File: src/rtl/cphy_rx_pkg.sv
// Shared types and constants for the C-PHY slave-side lane control FSM.
package cphy_rx_pkg;

    typedef enum logic [4:0] {
        RX_STOP      = 5'd0,
        RX_HS_RQST   = 5'd1,
        RX_HS_SETTLE = 5'd2,
        RX_HS_SYNC   = 5'd3,
        RX_HS_DATA   = 5'd4,
        RX_LP_RQST   = 5'd5,
        RX_LP_YIELD  = 5'd6,
        RX_ESC_RQST  = 5'd7,
        RX_ESC_CMD   = 5'd8,
        RX_LPDT      = 5'd9,
        RX_ULPS      = 5'd10,
        RX_ULPS_EXIT = 5'd11,
        RX_TA_RQST   = 5'd12,
        RX_TA_WAIT   = 5'd13,
        TX_TA_GET    = 5'd14,
        TX_TA_ACK    = 5'd15,
        TX_OWN       = 5'd16,
        RX_WAIT_STOP = 5'd17
    } rx_state_t;

    // Filtered LP line states from the control decoder
    localparam logic [1:0] LP_STOP    = 2'b11;
    localparam logic [1:0] LP_HS_RQST = 2'b01;
    localparam logic [1:0] LP_LP_RQST = 2'b10;
    localparam logic [1:0] LP_BRIDGE  = 2'b00;

    // Escape command types from the escape decoder
    localparam logic [1:0] ESC_LPDT = 2'b00;
    localparam logic [1:0] ESC_ULPS = 2'b01;
    localparam logic [1:0] ESC_TRIG = 2'b10;
    localparam logic [1:0] ESC_INV  = 2'b11;

    // True in the states where this lane drives the LP lines back to the master
    function automatic logic is_tx_state(input rx_state_t s);
        return (s == TX_TA_GET) || (s == TX_TA_ACK) || (s == TX_OWN);
    endfunction

endpackage

File: src/rtl/cphy_rx_timer.sv
// Loadable down-counter used to time the fixed-length FSM states.
// done is high whenever the count has reached zero.
module cphy_rx_timer #(
    parameter int CNT_W = 6
) (
    input  logic             clk,
    input  logic             rst_n,
    input  logic             load,
    input  logic [CNT_W-1:0] value,
    output logic             done
);

    logic [CNT_W-1:0] cnt_r;

    // Count register: load on state change, otherwise count down and stick at zero
    always_ff @(posedge clk or negedge rst_n) begin
        if (!rst_n) begin
            cnt_r <= {CNT_W{1'b0}};
        end else if (load) begin
            cnt_r <= value;
        end else if (cnt_r != {CNT_W{1'b0}}) begin
            cnt_r <= cnt_r - {{(CNT_W-1){1'b0}}, 1'b1};
        end else begin
            cnt_r <= cnt_r;
        end
    end

    assign done = (cnt_r == {CNT_W{1'b0}});

endmodule

File: src/rtl/cphy_rx.sv
// Slave-side C-PHY lane control FSM: decodes LP sequences for HS entry,
// escape entry and bus turnaround, and sequences the receive datapath.
module cphy_rx_fsm
    import cphy_rx_pkg::*;
#(
    parameter int HS_SETTLE    = 5,
    parameter int SYNC_TIMEOUT = 32,
    parameter int TA_SURE      = 3,
    parameter int TA_GET       = 10,
    parameter int TA_ACK       = 5,
    parameter int CNT_W        = 6
) (
    input  logic       clk,
    input  logic       rst_n,
    input  logic [1:0] Ctrl_Decoder_Out,
    input  logic       Sync_Detected,
    input  logic       Esc_Cmd_Valid,
    input  logic [1:0] Esc_Cmd_Type,
    input  logic [3:0] Esc_Trigger,
    input  logic       TurnDisable,
    input  logic       TurnRequest,
    output logic       HsTermEn,
    output logic       HsRxEn,
    output logic       Deserializer_En,
    output logic       Esc_Decoder_En,
    output logic       LpTxEn,
    output logic [1:0] TX_Ctrl_Out,
    output logic       RxActiveHS,
    output logic       RxUlpsEsc,
    output logic       RxLpdtEsc,
    output logic       Direction,
    output logic       Stopstate,
    output logic [3:0] RxTriggerEsc,
    output logic       ErrControl,
    output logic       ErrEsc,
    output logic       ErrSotSyncHS
);

    rx_state_t        state_r, state_next;
    logic             timer_done;
    logic             timer_load_s;
    logic [CNT_W-1:0] timer_value_s;
    logic             err_control_s, err_esc_s, err_sync_s;
    logic [3:0]       trigger_s;
    logic             err_control_r, err_esc_r, err_sync_r;
    logic [3:0]       trigger_r;

    cphy_rx_timer #(.CNT_W(CNT_W)) u_timer (
        .clk   (clk),
        .rst_n (rst_n),
        .load  (timer_load_s),
        .value (timer_value_s),
        .done  (timer_done)
    );

    // State register
    always_ff @(posedge clk or negedge rst_n) begin
        if (!rst_n) begin
            state_r <= RX_STOP;
        end else begin
            state_r <= state_next;
        end
    end

    // Next-state logic and one-cycle pulse requests
    always_comb begin
        state_next    = state_r;
        err_control_s = 1'b0;
        err_esc_s     = 1'b0;
        err_sync_s    = 1'b0;
        trigger_s     = 4'b0000;
        case (state_r)
            RX_STOP: begin
                case (Ctrl_Decoder_Out)
                    LP_HS_RQST: state_next = RX_HS_RQST;
                    LP_LP_RQST: state_next = RX_LP_RQST;
                    LP_BRIDGE:  begin state_next = RX_WAIT_STOP; err_control_s = 1'b1; end
                    default:    state_next = RX_STOP;
                endcase
            end
            RX_HS_RQST: begin
                case (Ctrl_Decoder_Out)
                    LP_BRIDGE:  state_next = RX_HS_SETTLE;
                    LP_HS_RQST: state_next = RX_HS_RQST;
                    default:    begin state_next = RX_WAIT_STOP; err_control_s = 1'b1; end
                endcase
            end
            // HS states: LP-11 ends the burst ahead of sync and timeout
            RX_HS_SETTLE: begin
                if (Ctrl_Decoder_Out == LP_STOP) state_next = RX_STOP;
                else if (timer_done)             state_next = RX_HS_SYNC;
                else                             state_next = RX_HS_SETTLE;
            end
            RX_HS_SYNC: begin
                if (Ctrl_Decoder_Out == LP_STOP) state_next = RX_STOP;
                else if (Sync_Detected)          state_next = RX_HS_DATA;
                else if (timer_done)             begin state_next = RX_WAIT_STOP; err_sync_s = 1'b1; end
                else                             state_next = RX_HS_SYNC;
            end
            RX_HS_DATA: begin
                if (Ctrl_Decoder_Out == LP_STOP) state_next = RX_STOP;
                else                             state_next = RX_HS_DATA;
            end
            RX_LP_RQST: begin
                case (Ctrl_Decoder_Out)
                    LP_BRIDGE:  state_next = RX_LP_YIELD;
                    LP_LP_RQST: state_next = RX_LP_RQST;
                    default:    begin state_next = RX_WAIT_STOP; err_control_s = 1'b1; end
                endcase
            end
            RX_LP_YIELD: begin
                case (Ctrl_Decoder_Out)
                    LP_HS_RQST: state_next = RX_ESC_RQST;
                    LP_LP_RQST: state_next = RX_TA_RQST;
                    LP_BRIDGE:  state_next = RX_LP_YIELD;
                    default:    begin state_next = RX_WAIT_STOP; err_control_s = 1'b1; end
                endcase
            end
            RX_ESC_RQST: begin
                case (Ctrl_Decoder_Out)
                    LP_BRIDGE:  state_next = RX_ESC_CMD;
                    LP_HS_RQST: state_next = RX_ESC_RQST;
                    LP_STOP:    state_next = RX_STOP;
                    default:    begin state_next = RX_WAIT_STOP; err_control_s = 1'b1; end
                endcase
            end
            // Line toggles while the command shifts in belong to the escape decoder
            RX_ESC_CMD: begin
                if (Ctrl_Decoder_Out == LP_STOP) begin
                    state_next = RX_STOP;
                end else if (Esc_Cmd_Valid) begin
                    case (Esc_Cmd_Type)
                        ESC_LPDT: state_next = RX_LPDT;
                        ESC_ULPS: state_next = RX_ULPS;
                        ESC_TRIG: begin state_next = RX_WAIT_STOP; trigger_s = Esc_Trigger; end
                        ESC_INV:  begin state_next = RX_WAIT_STOP; err_esc_s = 1'b1; end
                        default:  begin state_next = RX_WAIT_STOP; err_esc_s = 1'b1; end
                    endcase
                end else begin
                    state_next = RX_ESC_CMD;
                end
            end
            RX_LPDT: begin
                if (Ctrl_Decoder_Out == LP_STOP) state_next = RX_STOP;
                else                             state_next = RX_LPDT;
            end
            RX_ULPS: begin
                case (Ctrl_Decoder_Out)
                    LP_LP_RQST: state_next = RX_ULPS_EXIT;
                    LP_BRIDGE:  state_next = RX_ULPS;
                    LP_STOP:    state_next = RX_STOP;
                    default:    begin state_next = RX_WAIT_STOP; err_control_s = 1'b1; end
                endcase
            end
            RX_ULPS_EXIT: begin
                case (Ctrl_Decoder_Out)
                    LP_STOP:    state_next = RX_STOP;
                    LP_LP_RQST: state_next = RX_ULPS_EXIT;
                    default:    begin state_next = RX_WAIT_STOP; err_control_s = 1'b1; end
                endcase
            end
            RX_TA_RQST: begin
                case (Ctrl_Decoder_Out)
                    LP_BRIDGE: begin
                        if (TurnDisable) begin state_next = RX_WAIT_STOP; err_control_s = 1'b1; end
                        else             state_next = RX_TA_WAIT;
                    end
                    LP_LP_RQST: state_next = RX_TA_RQST;
                    LP_STOP:    state_next = RX_STOP;
                    default:    begin state_next = RX_WAIT_STOP; err_control_s = 1'b1; end
                endcase
            end
            RX_TA_WAIT: begin
                case (Ctrl_Decoder_Out)
                    LP_BRIDGE: begin
                        if (timer_done) state_next = TX_TA_GET;
                        else            state_next = RX_TA_WAIT;
                    end
                    LP_STOP:    state_next = RX_STOP;
                    default:    begin state_next = RX_WAIT_STOP; err_control_s = 1'b1; end
                endcase
            end
            // While driving the bus the incoming LP state is our own echo and is ignored
            TX_TA_GET: begin
                if (timer_done) state_next = TX_TA_ACK;
                else            state_next = TX_TA_GET;
            end
            TX_TA_ACK: begin
                if (timer_done) state_next = TX_OWN;
                else            state_next = TX_TA_ACK;
            end
            TX_OWN: begin
                if (TurnRequest) state_next = RX_STOP;
                else             state_next = TX_OWN;
            end
            RX_WAIT_STOP: begin
                if (Ctrl_Decoder_Out == LP_STOP) state_next = RX_STOP;
                else                             state_next = RX_WAIT_STOP;
            end
            default: state_next = RX_STOP;
        endcase
    end

    // Timer reload: N-1 for the timed state being entered, on every state change
    always_comb begin
        timer_load_s = (state_next != state_r);
        case (state_next)
            RX_HS_SETTLE: timer_value_s = CNT_W'(HS_SETTLE - 1);
            RX_HS_SYNC:   timer_value_s = CNT_W'(SYNC_TIMEOUT - 1);
            RX_TA_WAIT:   timer_value_s = CNT_W'(TA_SURE - 1);
            TX_TA_GET:    timer_value_s = CNT_W'(TA_GET - 1);
            TX_TA_ACK:    timer_value_s = CNT_W'(TA_ACK - 1);
            default:      timer_value_s = {CNT_W{1'b0}};
        endcase
    end

    // Pulse registers: high for the first cycle of the following state
    always_ff @(posedge clk or negedge rst_n) begin
        if (!rst_n) begin
            err_control_r <= 1'b0;
            err_esc_r     <= 1'b0;
            err_sync_r    <= 1'b0;
            trigger_r     <= 4'b0000;
        end else begin
            err_control_r <= err_control_s;
            err_esc_r     <= err_esc_s;
            err_sync_r    <= err_sync_s;
            trigger_r     <= trigger_s;
        end
    end

    assign ErrControl   = err_control_r;
    assign ErrEsc       = err_esc_r;
    assign ErrSotSyncHS = err_sync_r;
    assign RxTriggerEsc = trigger_r;

    // Level outputs decoded directly from the current state
    always_comb begin
        HsTermEn        = 1'b0;
        HsRxEn          = 1'b0;
        Deserializer_En = 1'b0;
        RxActiveHS      = 1'b0;
        Esc_Decoder_En  = 1'b0;
        RxLpdtEsc       = 1'b0;
        RxUlpsEsc       = 1'b0;
        TX_Ctrl_Out     = LP_STOP;
        LpTxEn          = is_tx_state(state_r);
        Direction       = ~is_tx_state(state_r);
        Stopstate       = (state_r == RX_STOP) || (state_r == TX_OWN);
        case (state_r)
            RX_HS_SETTLE: HsTermEn = 1'b1;
            RX_HS_SYNC:   begin HsTermEn = 1'b1; HsRxEn = 1'b1; Deserializer_En = 1'b1; end
            RX_HS_DATA:   begin HsTermEn = 1'b1; HsRxEn = 1'b1; Deserializer_En = 1'b1; RxActiveHS = 1'b1; end
            RX_ESC_CMD:   Esc_Decoder_En = 1'b1;
            RX_LPDT:      begin Esc_Decoder_En = 1'b1; RxLpdtEsc = 1'b1; end
            RX_ULPS:      RxUlpsEsc = 1'b1;
            RX_ULPS_EXIT: RxUlpsEsc = 1'b1;
            TX_TA_GET:    TX_Ctrl_Out = LP_BRIDGE;
            TX_TA_ACK:    TX_Ctrl_Out = LP_LP_RQST;
            TX_OWN:       TX_Ctrl_Out = LP_STOP;
            default:      TX_Ctrl_Out = LP_STOP;
        endcase
    end

endmodule

File: config.mk
export PLATFORM = sky130hd
export DESIGN_NAME = cphy_rx_fsm
export DESIGN_NICKNAME = d
export VERILOG_FILES = /design/src/rtl/cphy_rx_pkg.sv /design/src/rtl/cphy_rx_timer.sv /design/src/rtl/cphy_rx.sv
export SDC_FILE = /design/constraint.sdc
export NUM_CORES = 1
export LEC_CHECK = 0
export BUFFER_PORTS_ARGS = -buffer_cell sky130_fd_sc_hd__buf_2
export CAP_MARGIN = 15
export CORE_UTILIZATION = 35
export CTS_BUF_LIST = sky130_fd_sc_hd__clkbuf_8
export DETAILED_ROUTE_END_ITERATION = 8
export GPL_ROUTABILITY_DRIVEN = 0
export GPL_TIMING_DRIVEN = 0
export PLACE_DENSITY = 0.67
export SYNTH_ARGS = -nofsm -noshare
export SYNTH_HDL_FRONTEND = slang
export SYNTH_SLANG_ARGS = --single-unit
File: constraint.sdc
create_clock -name clk -period 2.6 [get_ports clk]
set_clock_uncertainty 0.1 [all_clocks]
set_input_delay 0.39 -clock clk [delete_from_list [all_inputs] [get_ports clk]]
set_output_delay 0.39 -clock clk [all_outputs]
set_load 0.02 [all_outputs]
==> impl_metrics.env, run 1 <==
export IMPL_whs_ns=0.2501
export IMPL_syn_area_per_cell_um2=8.194
export IMPL_synthTopCellsByArea="dfrtp_1, ha_1, nor2_1"
export IMPL_grt_overflow_total=0
export IMPL_r2r_end="u_timer.cnt_r[2]$_DFFE_PN0P_"
export IMPL_synth_top_area_share_pct=25.81
export IMPL_finalWorstSetupSlack_ns=-0.05458
export IMPL_async_reset_ff_share_pct=100.0
export IMPL_critPathRequiredTime_ns=2.63
export IMPL_cts_inserted_buffers=3
export IMPL_path_cells="buf_4 -> or3_4 -> or4_4 -> mux2_4 -> nand4_2 -> xnor2_2 -> a31oi_4 -> nand4_4 -> mux2i_1"
export IMPL_coreArea_um2=4755
export IMPL_synth_distinct_cells=63
export IMPL_min_period_ns=2.655
export IMPL_hp_class="input pin to register"
export IMPL_path_clk_slew_ns=0.07
export IMPL_grt_usage_pct=20.67
export IMPL_areaGrowthSynthToFinish_pct=36.49
export IMPL_grt_pass1_vias=1751
export IMPL_grt_max_degree=19
export IMPL_hold_path_depth=2
export IMPL_wl_per_cell_um=16.75
export IMPL_layout_drive_gt1_share_pct=42.32
export IMPL_synthCells=213
export IMPL_final_hold_viol_count=0
export IMPL_fp_row_count=25
export IMPL_antenna_found_initial=0
export IMPL_synth_enable_flop_cells=0
export IMPL_die_height_um=72.62
export IMPL_syn_nets=235
export IMPL_fin_crit_sh_pct=102.1
export IMPL_antenna_left=0
export IMPL_fmax_mhz=376.7
export IMPL_slowest_stage="or4_4"
export IMPL_leakagePower_uw=0.001081
export IMPL_htreeDepth=1
export IMPL_dp_hpwl_um=3776
export IMPL_final_setup_viol_count=6
export IMPL_fp_dieW_um=72.62
export IMPL_num_vias=1934
export IMPL_worstHoldStart="Esc_Cmd_Type[0]"
export IMPL_drt_total_wl_um=5595
export IMPL_p_total_uw=2506
export IMPL_rsz0062_at_grt="yes"
export IMPL_path_class="register to register"
export IMPL_failed_checks="setup timing"
export IMPL_final_cells=334
export IMPL_drv_cap=0
export IMPL_synth_area_leader_cell="dfrtp_1"
export IMPL_worstMarginPinSlew_ns=0.5061
export IMPL_dpl_cell_count=312
export IMPL_portBuffers=32
export IMPL_die_area_um2=5274
export IMPL_status="finished with violations"
export IMPL_drc_errors=0
export IMPL_reg2reg_slack_ns=-0.05
export IMPL_cp_start_kind="register"
export IMPL_p_per_area_nw_per_um2=1052
export IMPL_fin_util_pct=50.11
export IMPL_crit_path_end_kind="register"
export IMPL_n_antenna_cell=0
export IMPL_start_util_pct=36.71
export IMPL_ctsRootBufferMaster="clkbuf_8"
export IMPL_irDropWorstVdd_v=0.0004536
export IMPL_ys_flop_type="dfrtp_1"
export IMPL_reg2reg_depth=9
export IMPL_clk_path_buf_depth=2
export IMPL_whs_endpoint="RxTriggerEsc[0]$_DFF_PN0_"
export IMPL_cts_tree="done"
export IMPL_slew_violations=0
export IMPL_synth_seq_area_share_pct=25.81
export IMPL_critPathArrivalTime_ns=2.69
export IMPL_slowest_delay_ns=0.46
export IMPL_final_nets=290
export IMPL_r2r_start="state_r[2]$_DFF_PN0_"
export IMPL_grt_pass1_wl_um=8397
export IMPL_drt_pass1_iterations=5
export IMPL_yosysWarningCount=0
export IMPL_clock_sinks=18
export IMPL_syn_area_um2=1745
export IMPL_ioPinCount=33
export IMPL_ys_ff_latch=18
export IMPL_viasPerCell=5.790
export IMPL_insertion_delay_ns=0.25
export IMPL_crit_fanout=6
export IMPL_maxSlewHeadroom_pct=66.26
export IMPL_drtIter0Drc=281
==> logic make-up after synthesis <==
group	after synthesis	share of synthesized area, %
adder cells (fa/ha/maj)	8	5.735
multiplexers	10	6.093
flip-flops	18	25.81
XOR/XNOR	5	2.509
AO/OA/AOI/OAI	45	18.78
buffers and inverters	27	7.240
AND/OR/NAND/NOR	100	33.84
==> power by group <==
| part | switching, uW | total [uW] | internal, uW |
|---|---|---|---|
| logic | 1060 | 1880 | 828 |
| clock network | 90.6 | 225 | 134 |
| registers | 58.2 | 397 | 339 |
| total | 1210 | 2510 | 1300 |
==> placed cells by master, fill, tap and decap left out, types with 3 or more instances in the layout <==
cell type	instances
a21boi_0	3
a21oi_1	5
a31oi_1	5
buf_2	35
buf_4	19
clkbuf_2	4
clkbuf_8	4
dfrtp_1	17
ha_1	4
ha_4	3
inv_1	7
inv_2	3
mux2i_1	8
nand2_1	23
nand2b_1	3
nand3_1	3
nand4_1	3
nor2_1	24
nor3_1	5
nor3b_1	4
o211ai_1	3
o21ai_0	6
o21ai_2	3
or2_2	3
or4_4	4
==> how the worst max path moves through the flow <==
| stage | startpoint | endpoint | slack, ns | cells after the start |
|---|---|---|---|---|
| after floorplan | Ctrl_Decoder_Out[1] | u_timer.cnt_r[0]$_DFFE_PN0P_ | 0.002 | 11 |
| after global placement | Ctrl_Decoder_Out[0] | u_timer.cnt_r[2]$_DFFE_PN0P_ | -0.42 | 11 |
| after detailed placement | Ctrl_Decoder_Out[0] | u_timer.cnt_r[1]$_DFFE_PN0P_ | -0.41 | 11 |
| after CTS | u_timer.cnt_r[1]$_DFFE_PN0P_ | u_timer.cnt_r[1]$_DFFE_PN0P_ | -0.07 | 10 |
| after global routing | state_r[2]$_DFF_PN0_ | u_timer.cnt_r[2]$_DFFE_PN0P_ | -0.13 | 9 |
| final | state_r[2]$_DFF_PN0_ | u_timer.cnt_r[2]$_DFFE_PN0P_ | -0.05 | 9 |
==> critical path: cells and delay by family (launching register included) <==
family | cells | cell delay, ns
mux | 2 | 0.45
simple gates | 4 | 1.14
compound gates | 1 | 0.17
buf+inv | 1 | 0.17
flops | 1 | 0.41
xor+xnor | 1 | 0.09
==> stage by stage <==
step                TNS [ns]  area, um^2  worst slack [ns]
finish               -0.2596        2382          -0.05458
global route         -0.6807        2382           -0.1287
CTS                  -0.3643        2243          -0.07196
detailed placement    -2.366        2039           -0.4056
global placement      -2.423        2039           -0.4228
floorplan                  0        1795          0.001802
==> repair_timing <==
| item | in CTS | in global routing |
|---|---|---|
| hold buffers | 1 | 0 |
| setup buffers | 9 | 7 |
| hold endpoints to repair | 18 | 0 |
| pin swaps | 9 | 5 |
| setup endpoints to repair | 6 | 6 |
| cloned | 0 | 1 |
| gates resized for setup | 17 | 26 |
==> flip-flops by register name, indices dropped and copies added, names as in the netlist <==
| register | flops |
|---|---|
| ErrEsc | 1 |
| RxTriggerEsc | 4 |
| ErrControl | 1 |
| u_timer.cnt_r | 6 |
| state_r | 5 |
| ErrSotSyncHS | 1 |
==> cell usage after synthesis, types with 2 or more instances <==
cell type / instances
nor2_1: 25
nor2b_1: 3
xnor2_1: 3
nor3_1: 5
or4_1: 2
or4_4: 2
a2bb2oi_1: 2
mux2i_1: 8
buf_2: 5
buf_6: 2
o21ai_1: 2
nor3b_1: 4
nand2_1: 24
or3_1: 2
ha_1: 8
nor4_1: 3
a21boi_0: 3
clkbuf_1: 7
inv_1: 11
o211ai_1: 3
nor4bb_1: 2
or2_2: 3
nand4_1: 3
nand3_1: 4
nand2b_1: 4
a31oi_1: 6
xor2_1: 2
a21oi_1: 5
dfrtp_1: 18
a211oi_1: 2
o21ai_0: 8
==> final cells by class <==
class / count / area, um^2
buffer: 15 / 122.6
timing repair buffer: 50 / 295.3
clock buffer: 4 / 55.05
tap: 67 / 83.83
fill: 462 / 2372
multi-input combinational: 168 / 1324
sequential: 18 / 451.7
inverter: 12 / 50.05
==> routing by layer <==
metal	vias to the layer above	global-route usage (%)	routed length (um)
li1	886	-	-
met3	34	4.972	624
met4	0	5.664	200
met5	-	0	0
met1	867	29.01	2233
met2	147	31.67	2536
Note: power is estimated with default switching activity, not from simulation.
==> inputs of run 2 (changes only) <==
--- a/config.mk
+++ b/config.mk
@@ -13,6 +13,7 @@
 export GPL_ROUTABILITY_DRIVEN = 0
 export GPL_TIMING_DRIVEN = 0
 export PLACE_DENSITY = 0.67
+export REMOVE_ABC_BUFFERS = 1
 export SYNTH_ARGS = -nofsm -noshare
 export SYNTH_HDL_FRONTEND = slang
 export SYNTH_SLANG_ARGS = --single-unit
==> run 2 against run 1 <==
  * The run still ends with setup timing left
  * Sequential share of layout area decreased by 0.39 points
  * Via count increased by 1.9%
  * Sequential power grew 14%
  * Worst setup slack worse by 0.071 ns
  * Clock power grew 3%
  * Largest cell class unchanged
  * Largest power group unchanged
==> impl_metrics.env, run 2 (synthesis gave the netlist of run 1 again) <==
export IMPL_die_area_um2=5274
export IMPL_final_nets=298
export IMPL_wl_per_cell_um=16.51
export IMPL_final_cells=342
export IMPL_path_clk_slew_ns=0.07
export IMPL_failed_checks="setup timing"
export IMPL_rsz0062_at_grt="yes"
export IMPL_die_height_um=72.62
export IMPL_slew_violations=0
export IMPL_coreArea_um2=4755
export IMPL_ctsRootBufferMaster="clkbuf_8"
export IMPL_ioPinCount=33
export IMPL_endpoint="u_timer.cnt_r[4]$_DFFE_PN0P_"
export IMPL_portBuffers=32
export IMPL_htreeDepth=1
export IMPL_grt_pass1_vias=1691
export IMPL_drc_errors=0
export IMPL_grt_overflow_total=0
export IMPL_finalWorstSetupSlack_ns=-0.1258
export IMPL_critPathArrivalTime_ns=2.77
export IMPL_dp_hpwl_um=3163
export IMPL_crit_fanout=9
export IMPL_mostFrequentLayoutCell="buf_4"
export IMPL_min_period_ns=2.726
export IMPL_path_class="register to register"
export IMPL_clk_path_buf_depth=2
export IMPL_crit_start="state_r[0]$_DFF_PN0_"
export IMPL_status="finished with violations"
export IMPL_worstMarginPinSlew_ns=0.4450
export IMPL_fin_crit_sh_pct=104.8
export IMPL_drt_pass1_iterations=5
export IMPL_slowest_stage="or4_4"
export IMPL_areaGrowthSynthToFinish_pct=44.01
export IMPL_reg2reg_depth=8
export IMPL_final_hold_viol_count=0
export IMPL_r2r_end="u_timer.cnt_r[4]$_DFFE_PN0P_"
export IMPL_reg2reg_slack_ns=-0.13
export IMPL_dpl_worst_slack_ns=-0.8262
export IMPL_drtIter0Drc=131
export IMPL_start_util_pct=36.71
export IMPL_irDropWorstVdd_v=0.0004569
export IMPL_cp_start_kind="register"
export IMPL_r2r_start="state_r[0]$_DFF_PN0_"
export IMPL_drv_cap=0
export IMPL_cts_tree="done"
export IMPL_grt_usage_pct=19.67
export IMPL_final_cell_mix="buf_4, buf_2, nor2_1"
export IMPL_layout_drive_gt1_share_pct=44.36
export IMPL_fmax_mhz=366.9
export IMPL_drt_total_wl_um=5648
export IMPL_leakagePower_uw=0.001128
export IMPL_final_setup_viol_count=6
export IMPL_fp_row_count=25
export IMPL_cts_inserted_buffers=3
export IMPL_slowest_delay_ns=0.56
export IMPL_top_register="u_timer.cnt_r"
export IMPL_dpl_cell_area_um2=1908
export IMPL_final_cell_area_um2=2514
export IMPL_grt_max_degree=24
export IMPL_clock_sinks=18
export IMPL_path_cells="buf_12 -> a221oi_4 -> nor3_2 -> or4_4 -> or4b_4 -> nand2_4 -> nand4_4 -> mux2i_1"
export IMPL_fp_dieW_um=72.62
export IMPL_crit_path_end_kind="register"
export IMPL_num_vias=1970
export IMPL_largest_register_ffs=6
export IMPL_critPathRequiredTime_ns=2.64
export IMPL_whs_ns=0.2496
export IMPL_grt_pass1_wl_um=7997
export IMPL_p_per_area_nw_per_um2=1050
export IMPL_hp_class="input pin to register"
export IMPL_n_antenna_cell=0
export IMPL_insertion_delay_ns=0.26
export IMPL_antenna_left=0
export IMPL_dpl_cell_count=297
export IMPL_antenna_found_initial=0
export IMPL_viasPerCell=5.760
export IMPL_maxSlewHeadroom_pct=70.26
-- run 2: changes by cell type in the layout (fill, tap and decap cells not counted), sizes merged --
cell	change
clkbuf	-7
clkinvlp	+1
inv	-1
buf	+15
-- run 2: timing repair --
item / in CTS / in global routing
resized for setup: 30 / 35
pin swaps: 8 / 10
setup endpoints to repair: 7 / 6
hold endpoints to repair: 18 / 0
hold buffers: 1 / 0
buffers inserted: 13 / 27
-- run 2: power by group --
part,leakage [uW],internal [uW],switching (uW)
Combinational,0.000863,924,1030
Clock,0.0000288,135,96.7
Sequential,0.000237,353,101
-- run 2: area by class of cell --
class                   count  area, um^2
fillers                   424        2241
flip-flops and latches     18       466.7
repair buffers             73       519.2
well taps                  67       83.83
inverters                  12       53.80
multi-input cells         168        1335
clock buffers               4       55.05
-- run 2: how the worst min path moves through the flow --
| stage | from | endpoint | cells after the start | slack, ns |
|---|---|---|---|---|
| after detailed placement | rst_n | RxTriggerEsc[3]$_DFF_PN0_ | 1 | 0.24 |
| final | Esc_Cmd_Type[0] | RxTriggerEsc[1]$_DFF_PN0_ | 2 | 0.25 |
| after global routing | Esc_Cmd_Type[0] | RxTriggerEsc[1]$_DFF_PN0_ | 2 | 0.26 |
| after global placement | rst_n | RxTriggerEsc[3]$_DFF_PN0_ | 1 | 0.24 |
| after CTS | Esc_Cmd_Type[0] | RxTriggerEsc[2]$_DFF_PN0_ | 2 | 0.25 |
| after floorplan | rst_n | ErrControl$_DFF_PN0_ | 0 | -0.006 |
-- run 2: worst max-delay path: cells and delay by family (launching register included) --
family | cells | cell delay (ns)
DFF | 1 | 0.51
and+or+nand+nor | 5 | 1.46
buffers and inverters | 1 | 0.15
muxes | 1 | 0.17
AOI/OAI and AO/OA | 1 | 0.21
-- run 2: metal layers --
| metal | track usage [%] | vias to the layer above | part of all wire, % |
|---|---|---|---|
| met3 | 3.729 | 27 | 9.5 |
| li1 | - | 899 | - |
| met5 | 0 | - | 0 |
| met4 | 10.46 | 0 | 4.3 |
| met2 | 30.84 | 142 | 45 |
| met1 | 25.62 | 902 | 41 |
-- run 2: per-stage QoR --
stage / setup TNS (ns) / power (uW) / util (%)
final: -0.6720 / 2640 / 52.87
after CTS: -0.9231 / 2248 / 46.21
after global routing: -1.117 / 2771 / 52.87
after floorplan: -1.808 / 1388 / -
after detailed placement: -5.236 / 1692 / 40.13
after global placement: -5.163 / 1682 / 40.13
==> inputs of run 3 (changes only) <==
--- a/config.mk
+++ b/config.mk
@@ -14,6 +14,7 @@
 export GPL_TIMING_DRIVEN = 0
 export PLACE_DENSITY = 0.67
 export REMOVE_ABC_BUFFERS = 1
+export SKIP_CTS_REPAIR_TIMING = 1
 export SYNTH_ARGS = -nofsm -noshare
 export SYNTH_HDL_FRONTEND = slang
 export SYNTH_SLANG_ARGS = --single-unit
==> run 3 against run 2 <==
  * The run still ends with setup timing left
  * Sequential share of layout area grew 2.3 points
  * Sequential power grew 13%
  * Hold slack gained 0.0078 ns
  * Via count shrank 9.8%
  * Power shrank 13%
  * Combinational power shrank 21%
  * Final area shrank 12%
  * Core utilization shrank 6.3 points
  * Global-route usage shrank 1.8 points
  * First-iteration DRC count shrank 15%
==> impl_metrics.env, run 3 (synthesis gave the netlist of run 1 again) <==
export IMPL_antenna_found_initial=0
export IMPL_coreArea_um2=4755
export IMPL_grt_max_degree=24
export IMPL_intPower_uw=1190
export IMPL_n_antenna_cell=0
export IMPL_final_cell_mix="buf_2, nor2_1, nand2_1"
export IMPL_gr_usage_met3_pct=2.624
export IMPL_path_class="register to register"
export IMPL_clk_path_buf_depth=2
export IMPL_crit_fanout=6
export IMPL_drc_errors=0
export IMPL_rsz0062_at_grt="yes"
export IMPL_final_hold_viol_count=0
export IMPL_ctsRootBufferMaster="clkbuf_8"
export IMPL_portBuffers=32
export IMPL_slew_violations=0
export IMPL_irDropWorstVdd_v=0.0003698
export IMPL_min_period_ns=2.817
export IMPL_grt_usage_pct=17.88
export IMPL_dp_hpwl_um=3163
export IMPL_switching_power_uw=1105
export IMPL_die_area_um2=5274
export IMPL_grt_overflow_total=0
export IMPL_final_setup_viol_count=6
export IMPL_leakagePower_uw=0.0009648
export IMPL_slowest_stage="or4_4"
export IMPL_p_per_area_nw_per_um2=1038
export IMPL_cts_tree="done"
export IMPL_fin_crit_sh_pct=108.4
export IMPL_busiest_layer="met2"
export IMPL_drv_cap=0
export IMPL_fp_dieW_um=72.62
export IMPL_layout_drive_gt1_share_pct=35.89
export IMPL_maxSlewHeadroom_pct=66.62
export IMPL_drtIter0Drc=112
export IMPL_cp_top_family="simple AND/OR/NAND/NOR gates"
export IMPL_largest_register_ffs=6
export IMPL_cts_inserted_buffers=3
export IMPL_grt_pass1_wl_um=7286
export IMPL_die_height_um=72.62
export IMPL_viasPerCell=5.638
export IMPL_seqPwrFrac_pct=22.3
export IMPL_htreeDepth=1
export IMPL_num_vias=1776
export IMPL_fmax_mhz=354.9
export IMPL_mostFrequentLayoutCell="buf_2"
export IMPL_critPathRequiredTime_ns=2.64
export IMPL_finalWorstSetupSlack_ns=-0.2174
export IMPL_slowest_delay_ns=0.58
export IMPL_drt_total_wl_um=4844
export IMPL_fin_setup_tns_ns=-1.239
export IMPL_start_util_pct=36.71
export IMPL_hp_class="input pin to register"
export IMPL_ioPinCount=33
export IMPL_grt_pass1_vias=1527
export IMPL_drt_pass1_iterations=4
export IMPL_fp_row_count=25
export IMPL_wl_per_cell_um=15.38
export IMPL_worstMarginPinSlew_ns=0.4954
export IMPL_top_register="u_timer.cnt_r"
export IMPL_final_nets=271
export IMPL_failed_checks="setup timing"
export IMPL_power_clock_fraction_pct=10.1
export IMPL_antenna_left=0
export IMPL_path_clk_slew_ns=0.07
export IMPL_switching_share_pct=48.15
export IMPL_critPathArrivalTime_ns=2.86
export IMPL_cp_start_kind="register"
export IMPL_use_met2_pct=28.14
export IMPL_met1_usage_pct=24.32
export IMPL_status="finished with violations"
export IMPL_reg2reg_slack_ns=-0.22
export IMPL_p_total_uw=2295
export IMPL_areaGrowthSynthToFinish_pct=26.74
export IMPL_path_cells="inv_2 -> ha_4 -> nand2b_4 -> or4_4 -> clkbuf_2 -> a211oi_2 -> nor4b_4 -> buf_6 -> xnor2_4 -> nand4_4 -> mux2i_1"
export IMPL_crit_path_end_kind="register"
export IMPL_insertion_delay_ns=0.26
export IMPL_critPathBufInv=3
export IMPL_pwr_share_comb_pct=67.5
export IMPL_clock_sinks=18
-- run 3: cell types whose count changed in the layout (fill, tap and decap cells not counted), moves of 2 or more --
cell / previous run / this run
o21ai_0: 5 / 8
buf_4: 32 / 10
buf_6: 7 / 2
o21ai_1: 5 / 2
dfrtp_4: 4 / 2
dfrtp_2: 1 / 3
-- run 3: final timing paths --
check	endpoint	cells after the start	startpoint
worst max-delay path	u_timer.cnt_r[4]$_DFFE_PN0P_	11	u_timer.cnt_r[1]$_DFFE_PN0P_
worst min-delay path	RxTriggerEsc[1]$_DFF_PN0_	2	Esc_Cmd_Type[0]
worst max register to register	u_timer.cnt_r[4]$_DFFE_PN0P_	11	u_timer.cnt_r[1]$_DFFE_PN0P_
worst min register to register	u_timer.cnt_r[5]$_DFFE_PN0P_	2	u_timer.cnt_r[5]$_DFFE_PN0P_
max in group asynchronous	state_r[0]$_DFF_PN0_	2	rst_n
min in group asynchronous	state_r[1]$_DFF_PN0_	2	rst_n
-- run 3: area by class of cell --
type | count | area [um^2]
multi-input combinational | 168 | 1287
tap | 67 | 83.83
clock buffer | 4 | 55.05
fill | 486 | 2542
sequential | 18 | 461.7
inverter | 12 | 51.30
timing repair buffer | 46 | 272.8
-- run 3: routing by layer --
layer | wire, um | share of wire, %
met5 | 0 | 0
met4 | 104 | 2.1
met3 | 409 | 8.4
met2 | 2208 | 46
met1 | 2122 | 44
-- run 3: power groups by stage --
stage / Combinational [uW] / Sequential, uW / Clock, uW
floorplan: 918 / 470 / 0
global placement: 1160 / 519 / 0
detailed placement: 1170 / 520 / 0
CTS: 1180 / 515 / 236
global route: 1670 / 526 / 243
finish: 1550 / 513 / 233
-- run 3: stage by stage --
step	utilization (%)	std cells	instance area [um^2]	setup WS (ns)	hold slack (ns)
final	46.53	315	2212	-0.2174	0.2574
after global routing	46.53	315	2212	-0.3364	0.2688
after CTS	41.29	301	1963	-0.6485	-0.03854
after detailed placement	40.13	297	1908	-0.8262	0.2429
after global placement	40.13	297	1908	-0.8164	0.2414
after floorplan	-	198	1664	-0.3120	-0.005591
